===== config.mk =====
export PLATFORM = sky130hd
export DESIGN_NAME = crop_scheduler
export DESIGN_NICKNAME = d
export VERILOG_FILES = /design/src/rtl/crop_pkg.sv /design/src/rtl/crop_raster_counter.sv /design/src/rtl/crop_scheduler.sv
export SDC_FILE = /design/constraint.sdc
export NUM_CORES = 1
export LEC_CHECK = 0
export ABC_CLOCK_PERIOD_IN_PS = 2200
export CORE_ASPECT_RATIO = 1.5
export CORE_MARGIN = 3
export CORE_UTILIZATION = 44
export DETAILED_ROUTE_END_ITERATION = 10
export PLACE_DENSITY_LB_ADDON = 0.15
export SLEW_MARGIN = 20
export SYNTH_ARGS = -nofsm -noshare
export SYNTH_HDL_FRONTEND = slang
export SYNTH_HIERARCHICAL = 1
export SYNTH_SLANG_ARGS = --single-unit

===== constraint.sdc =====
create_clock -name clk -period 2.2 [get_ports clk]
set_input_delay 0.22 -clock clk [delete_from_list [all_inputs] [get_ports clk]]
set_output_delay 0.22 -clock clk [all_outputs]
set_load 0.005 [all_outputs]

===== src/rtl/crop_pkg.sv =====
`default_nettype none
// ============================================================================
//  Module      : crop_pkg
//  Description : Shared geometry defaults, counter widths and FSM state type
//                for the crop filter sequencing logic.
//  Revision    : 1.0 - initial release
// ============================================================================
package crop_pkg;

    localparam int DEF_IN_ROWS  = 20;
    localparam int DEF_IN_COLS  = 20;
    localparam int DEF_OUT_ROWS = 10;
    localparam int DEF_OUT_COLS = 10;

    localparam int COL_W = $clog2(DEF_IN_COLS);
    localparam int ROW_W = $clog2(DEF_IN_ROWS);

    typedef enum logic [1:0] {
        IDLE     = 2'd0,
        ACTIVE   = 2'd1,
        STOPPING = 2'd2
    } crop_state_t;

endpackage
`default_nettype wire


===== src/rtl/crop_raster_counter.sv =====
`default_nettype none
// ============================================================================
//  Module      : crop_raster_counter
//  Description : Column/row raster counters advanced per accepted beat, with
//                wrap at the frame edges and a combinational last-beat flag.
//  Revision    : 1.0 - initial release
// ============================================================================
module crop_raster_counter #(
    parameter int IN_ROWS = 20,
    parameter int IN_COLS = 20
) (
    input  logic                       clk,
    input  logic                       srst_n,
    input  logic                       clear,
    input  logic                       beat,
    output logic [$clog2(IN_COLS)-1:0] cnt_col,
    output logic [$clog2(IN_ROWS)-1:0] cnt_row,
    output logic                       last_beat
);

    localparam int CW = $clog2(IN_COLS);
    localparam int RW = $clog2(IN_ROWS);

    logic col_end;
    logic row_end;

    assign col_end   = (cnt_col == CW'(IN_COLS - 1));
    assign row_end   = (cnt_row == RW'(IN_ROWS - 1));
    assign last_beat = beat && col_end && row_end;

    // Advance the raster position once per beat; clear holds it at the origin.
    always_ff @(posedge clk) begin
        if (!srst_n || clear) begin
            cnt_col <= '0;
            cnt_row <= '0;
        end else if (beat) begin
            if (col_end) begin
                cnt_col <= '0;
                cnt_row <= row_end ? '0 : cnt_row + RW'(1);
            end else begin
                cnt_col <= cnt_col + CW'(1);
            end
        end
    end

endmodule
`default_nettype wire


===== src/rtl/crop_scheduler.sv =====
`default_nettype none
// ============================================================================
//  Module      : crop_scheduler
//  Description : Sequencing controller for the crop filter. Tags each upstream
//                beat with its raster position and swaps in a new crop origin
//                only on a frame boundary.
//  Options     : CROP_WINDOW_CHECK_EN adds the sticky window_err output.
//  Revision    : 1.0 - initial release
// ============================================================================
module crop_scheduler
    import crop_pkg::*;
#(
    parameter int IN_ROWS  = DEF_IN_ROWS,
    parameter int IN_COLS  = DEF_IN_COLS,
    parameter int OUT_ROWS = DEF_OUT_ROWS,
    parameter int OUT_COLS = DEF_OUT_COLS
) (
    input  logic                       clk,
    input  logic                       srst_n,
    input  logic                       enable,
    input  logic                       cfg_wr,
    input  logic [$clog2(IN_COLS)-1:0] cfg_x0,
    input  logic [$clog2(IN_ROWS)-1:0] cfg_y0,
    input  logic                       beat_valid,
    input  logic                       beat_ready,
    output logic [$clog2(IN_COLS)-1:0] cnt_col,
    output logic [$clog2(IN_ROWS)-1:0] cnt_row,
    output logic [$clog2(IN_COLS)-1:0] crop_x0,
    output logic [$clog2(IN_ROWS)-1:0] crop_y0,
    output logic                       cfg_pending,
    output logic                       cfg_clamped,
    output logic                       busy,
`ifdef CROP_WINDOW_CHECK_EN
    output logic                       window_err,
`endif
    output logic                       frame_done,
    output logic [15:0]                frame_cnt
);

    localparam int CW = $clog2(IN_COLS);
    localparam int RW = $clog2(IN_ROWS);
    // One extra bit so an out-of-range request cannot wrap during the compare.
    localparam logic [CW:0] MAX_X = (CW+1)'(IN_COLS - OUT_COLS);
    localparam logic [RW:0] MAX_Y = (RW+1)'(IN_ROWS - OUT_ROWS);

    crop_state_t   state;
    crop_state_t   state_nx;
    logic          beat;
    logic          last_beat;
    logic          at_origin;
    logic          clamp_x;
    logic          clamp_y;
    logic [CW-1:0] x_sat;
    logic [RW-1:0] y_sat;
    logic [CW-1:0] pend_x;
    logic [RW-1:0] pend_y;
    logic          apply;

    assign busy      = (state != IDLE);
    assign beat      = beat_valid && beat_ready && busy;
    assign at_origin = (cnt_col == '0) && (cnt_row == '0);

    assign clamp_x = ({1'b0, cfg_x0} > MAX_X);
    assign clamp_y = ({1'b0, cfg_y0} > MAX_Y);
    assign x_sat   = clamp_x ? MAX_X[CW-1:0] : cfg_x0;
    assign y_sat   = clamp_y ? MAX_Y[RW-1:0] : cfg_y0;

    // Origin changes only when a run starts or on the last beat of a frame.
    assign apply = ((state == IDLE) && enable) || (last_beat && (cfg_pending || cfg_wr));

    crop_raster_counter #(
        .IN_ROWS (IN_ROWS),
        .IN_COLS (IN_COLS)
    ) u_raster (
        .clk       (clk),
        .srst_n    (srst_n),
        .clear     (state == IDLE),
        .beat      (beat),
        .cnt_col   (cnt_col),
        .cnt_row   (cnt_row),
        .last_beat (last_beat)
    );

    // State register.
    always_ff @(posedge clk) begin
        if (!srst_n) state <= IDLE;
        else         state <= state_nx;
    end

    // Next-state: stopping always waits for the frame's last beat unless the
    // stream is still parked at the origin with nothing accepted.
    always_comb begin
        state_nx = state;
        case (state)
            IDLE:     if (enable) state_nx = ACTIVE;
            ACTIVE:   if (!enable) state_nx = (last_beat || (at_origin && !beat)) ? IDLE : STOPPING;
            STOPPING: if (enable) state_nx = ACTIVE;
                      else if (last_beat) state_nx = IDLE;
            default:  state_nx = IDLE;
        endcase
    end

    // Shadow origin, clamp flag and boundary apply; a write on the applying
    // edge bypasses the shadow so the newest request always wins.
    always_ff @(posedge clk) begin
        if (!srst_n) begin
            pend_x      <= '0;
            pend_y      <= '0;
            crop_x0     <= '0;
            crop_y0     <= '0;
            cfg_pending <= 1'b0;
            cfg_clamped <= 1'b0;
        end else begin
            if (cfg_wr) begin
                pend_x      <= x_sat;
                pend_y      <= y_sat;
                cfg_clamped <= clamp_x || clamp_y;
            end
            if (apply) begin
                crop_x0     <= cfg_wr ? x_sat : pend_x;
                crop_y0     <= cfg_wr ? y_sat : pend_y;
                cfg_pending <= 1'b0;
            end else if (cfg_wr) begin
                cfg_pending <= 1'b1;
            end
        end
    end

    // Frame completion pulse and wrapping frame counter.
    always_ff @(posedge clk) begin
        if (!srst_n) begin
            frame_done <= 1'b0;
            frame_cnt  <= '0;
        end else begin
            frame_done <= last_beat;
            if (last_beat) frame_cnt <= frame_cnt + 16'd1;
        end
    end

`ifdef CROP_WINDOW_CHECK_EN
    localparam int          WW    = $clog2(IN_ROWS * IN_COLS + 1);
    localparam logic [WW-1:0] WIN_N = WW'(OUT_ROWS * OUT_COLS);

    logic [WW-1:0] win_cnt;
    logic          in_win;
    logic [CW:0]   x_lo;
    logic [RW:0]   y_lo;

    assign x_lo   = {1'b0, crop_x0};
    assign y_lo   = {1'b0, crop_y0};
    assign in_win = ({1'b0, cnt_col} >= x_lo) && ({1'b0, cnt_col} < x_lo + (CW+1)'(OUT_COLS)) &&
                    ({1'b0, cnt_row} >= y_lo) && ({1'b0, cnt_row} < y_lo + (RW+1)'(OUT_ROWS));

    // Count in-window beats per frame and flag a wrong total at frame end.
    always_ff @(posedge clk) begin
        if (!srst_n) begin
            win_cnt    <= '0;
            window_err <= 1'b0;
        end else begin
            if (state == IDLE || last_beat) win_cnt <= '0;
            else if (beat && in_win)        win_cnt <= win_cnt + WW'(1);
            if (last_beat && ((win_cnt + WW'(in_win)) != WIN_N)) window_err <= 1'b1;
            else if (cfg_wr)                                     window_err <= 1'b0;
        end
    end
`endif

endmodule
`default_nettype wire

==> metrics.txt, run 1 <==
outcome completed; initial antenna violation count 0; Worst slew margin 0.668; Initial DRC Count roughly 110; most numerous cell in the Yosys netlist dfxtp_1; Hold EP pend_x[4]$_SDFF_PN0_; fin crit share 0.952; Die W between 60 and 70 um; syn_area_per_cell around 9.0 um^2; crit path time final 2.09 ns; synthesized cell area between 2000 and 2500 um^2; CTS tree done; Clock Skew 0.0115 ns; Reg2Reg Depth 8; GP Congestion 0.884; Crit path largest cell delay roughly 0.37 ns; Seq. cell area 1020 um^2; Ports 56; slowest library cell on the worst path or3b_1; maximum VDD drop ~0.00033 V; largest net degree at the start of global routing 20; reg2reg end frame_cnt[13]$_SDFFE_PN0P_; ys flop type dfxtp_1; RSZ-0062 raised after global routing yes; Die ar. approximately 6000 um^2; H-tree depth 2; Via density roughly 5.2; Worst-Skew Late Latency approximately 0.32 ns; Pwr Density around 540 nW/um^2; synth warn 6; Worst R2R Start u_raster/cnt_row[0]$_SDFFE_PP0P_; Layout Cells excl Fill roughly 400; I/O Buffers between 50 and 60; ratio of cells with drive above 1 in the final layout 0.127; max_cap viols 0; R2R Setup Slk 0.11 ns; Max FO, Critical Path 4; Post-Syn Instances approximately 250; final hold viol count 0; Post-synth top cells dfxtp_1, nor2_1, nand2_1; worst-margin pin slew 0.498 ns; placed cells approximately 390; Synth area leader dfxtp_1; Seq/Total Area, Yosys 0.453; Vert. Die Dim around 94 um; TritonCTS Buffers 5; hpwl dp around 4200 um; final WL 5490 um; final net count between 300 and 400; antenna cells 0; Multi-input gate area ~1100 um^2; Site Rows 31; starting density of the core 0.461; synth unique cells between 40 and 50; total grt overflow 0; critical path class reg -> reg; crit path DAT ~2.4 ns; Via Count around 2.1k; Setup-failing EPs final 0; Final ANT Viol Nets 0; CORE AREA around 4900 um^2; final count of pins violating max slew 0; Post-route DRC 0; hold_sp pend_x[4]$_SDFF_PN0_; Hold Path Class reg -> reg; async set-reset flop share out of synthesis 0; Reg clk slew, reported paths 0.10 ns; total power 1.71 mW; largest cells by area after synthesis dfxtp_1, nor2_1, mux2i_1; Filler Cells Inserted approximately 440; Longest Clk Path Bufs 2; Startpoint Class flip-flop; first-pass GRT wire length ~9200 um; total global routing track utilization 0.196; CP cell instances ha_1, nor4bb_1, buf_4, and3_1, nand4_2, nor4_4, or3b_1, a21oi_1; drt pass-1 iters 4; cts hold-fix bufs 0; Max Clk Rate 0.478 GHz; CTS root buffer clkbuf_8; Layout Area Growth over Synthesis 39.3%; top cell type's share of synthesized area 0.453; Post-synth EDFFs 0; DR WL/cell roughly 14 um; syn nets 270; Setup crit end kind flip-flop; CP required ~2.5 ns; #FFs+latches synth 51; number of global-route vias before repair a little under 2k; hold path depth 2; Leakage ~1.3 nW; CTS sink cnt between 50 and 60
kinds of logic (layout without fill, tap and decap cells):
| logic type | Yosys count | after routing | share of synthesized area |
|---|---|---|---|
| AO/OA/AOI/OAI | 45 | 45 | 0.122 |
| XOR/XNOR | 13 | 13 | 0.0505 |
| adder cells (fa/ha/maj) | 3 | 3 | 0.0166 |
| buffers and inverters | 21 | 101 | 0.0416 |
| flip-flops | 51 | 51 | 0.453 |
| multiplexers | 8 | 8 | 0.0355 |
| AND/OR/NAND/NOR | 110 | 110 | 0.281 |
through the flow:
step | utilization | hold WS (ns) | TNS, ns | worst slack [ns] | area, um^2
after CTS | 0.641 | 0.447 | 0 | 0.0918 | 3130
after detailed placement | 0.622 | 0.423 | -0.0809 | -0.0561 | 3040
after global routing | 0.643 | 0.489 | -0.00165 | -0.00165 | 3140
after floorplan | - | 0.357 | 0 | 0.0513 | 2250
final | 0.643 | 0.451 | 0 | 0.106 | 3140
after global placement | 0.622 | 0.421 | 0 | 0.0162 | 3040
flip-flops by register name (all words and copies together) (netlist names):
| signal | flops |
|---|---|
| frame_cnt | 16 |
| crop_x0 | 5 |
| crop_y0 | 5 |
| pend_x | 5 |
| pend_y | 5 |
| u_raster/cnt_col | 5 |
| u_raster/cnt_row | 5 |
| state | 2 |
| cfg_clamped | 1 |
| cfg_pending | 1 |
| frame_done | 1 |
cell type report:
type,count,area share
well taps,66,0.0263
clock buffers,5,0.0219
multi-input cells,179,0.366
clock inverters,3,0.00836
inverters,11,0.0131
flip-flops and latches,51,0.325
repair buffers,82,0.240
critical path: cells and delay by family, from the launching register on:
kind / cells / cell delay (ns)
fa+ha+maj: 1 / 0.16
simple gates: 5 / 1.25
flops: 1 / 0.34
buf+inv: 1 / 0.17
compound gates: 1 / 0.13
where the power goes:
| group | switching (mW) | leakage (nW) | internal [mW] |
|---|---|---|---|
| sequential | 0.0114 | 0.415 | 0.948 |
| combinational | 0.0754 | 0.807 | 0.0934 |
| clock | 0.345 | 0.0491 | 0.235 |
| total | 0.431 | 1.27 | 1.28 |
worst max path at each step:
| stage | from | to | slack, ns | depth (start not counted) |
|---|---|---|---|---|
| 6_report | u_raster/cnt_row[0]$_SDFFE_PP0P_ | frame_cnt[13]$_SDFFE_PN0P_ | 0.11 | 8 |
| 4_1_cts | u_raster/cnt_row[0]$_SDFFE_PP0P_ | frame_cnt[13]$_SDFFE_PN0P_ | 0.09 | 8 |
| 3_5_place_dp | beat_ready | frame_cnt[13]$_SDFFE_PN0P_ | -0.06 | 9 |
| 2_1_floorplan | u_raster/cnt_row[0]$_SDFFE_PP0P_ | frame_cnt[13]$_SDFFE_PN0P_ | 0.05 | 8 |
| 3_3_place_gp | beat_valid | frame_cnt[13]$_SDFFE_PN0P_ | 0.02 | 9 |
| 5_1_grt | u_raster/cnt_row[1]$_SDFFE_PP0P_ | frame_cnt[13]$_SDFFE_PN0P_ | -0.002 | 8 |
cell usage in the layout, fill, tap and decap left out, types with 2 or more instances in the layout:
cell type	Yosys	routed
a211oi_1	6	6
a21o_1	3	3
a21oi_1	15	15
a22o_1	2	2
a31oi_1	4	4
and2_1	4	4
and3_1	5	5
and4b_1	2	2
buf_4	1	27
clkbuf_8	0	5
clkdlybuf4s50_1	0	55
dfxtp_1	51	51
ha_1	3	3
inv_1	10	10
inv_6	0	2
mux2i_1	8	8
nand2_1	17	17
nand2b_1	4	4
nand3_1	5	5
nand4_1	3	3
nor2_1	40	40
nor2b_1	5	5
nor3_1	3	3
nor4_1	3	3
nor4_2	2	2
o21ai_0	10	10
or2_1	2	2
or4_1	5	5
xnor2_1	8	8
xor2_1	5	5
repair_timing:
| action | in CTS | in global routing |
|---|---|---|
| setup endpoints to repair | 0 | 2 |
| gates resized for setup | 0 | 1 |
| buffers inserted | 0 | 0 |
routing by layer:
metal,track usage,part of all wire,vias to the layer above
li1,-,-,1034
met1,0.214,0.42,981
met2,0.361,0.53,46
met3,0.0431,0.040,6
met4,0.0741,0.016,0
met5,0,0,-
Power figures use the tool's default switching activity.
==> run 2: changes to the inputs <==
SLEW_MARGIN = default   (was 20)
==> results of run 2 <==
The final DEF is identical to that of run 1; final timing and power are the same.
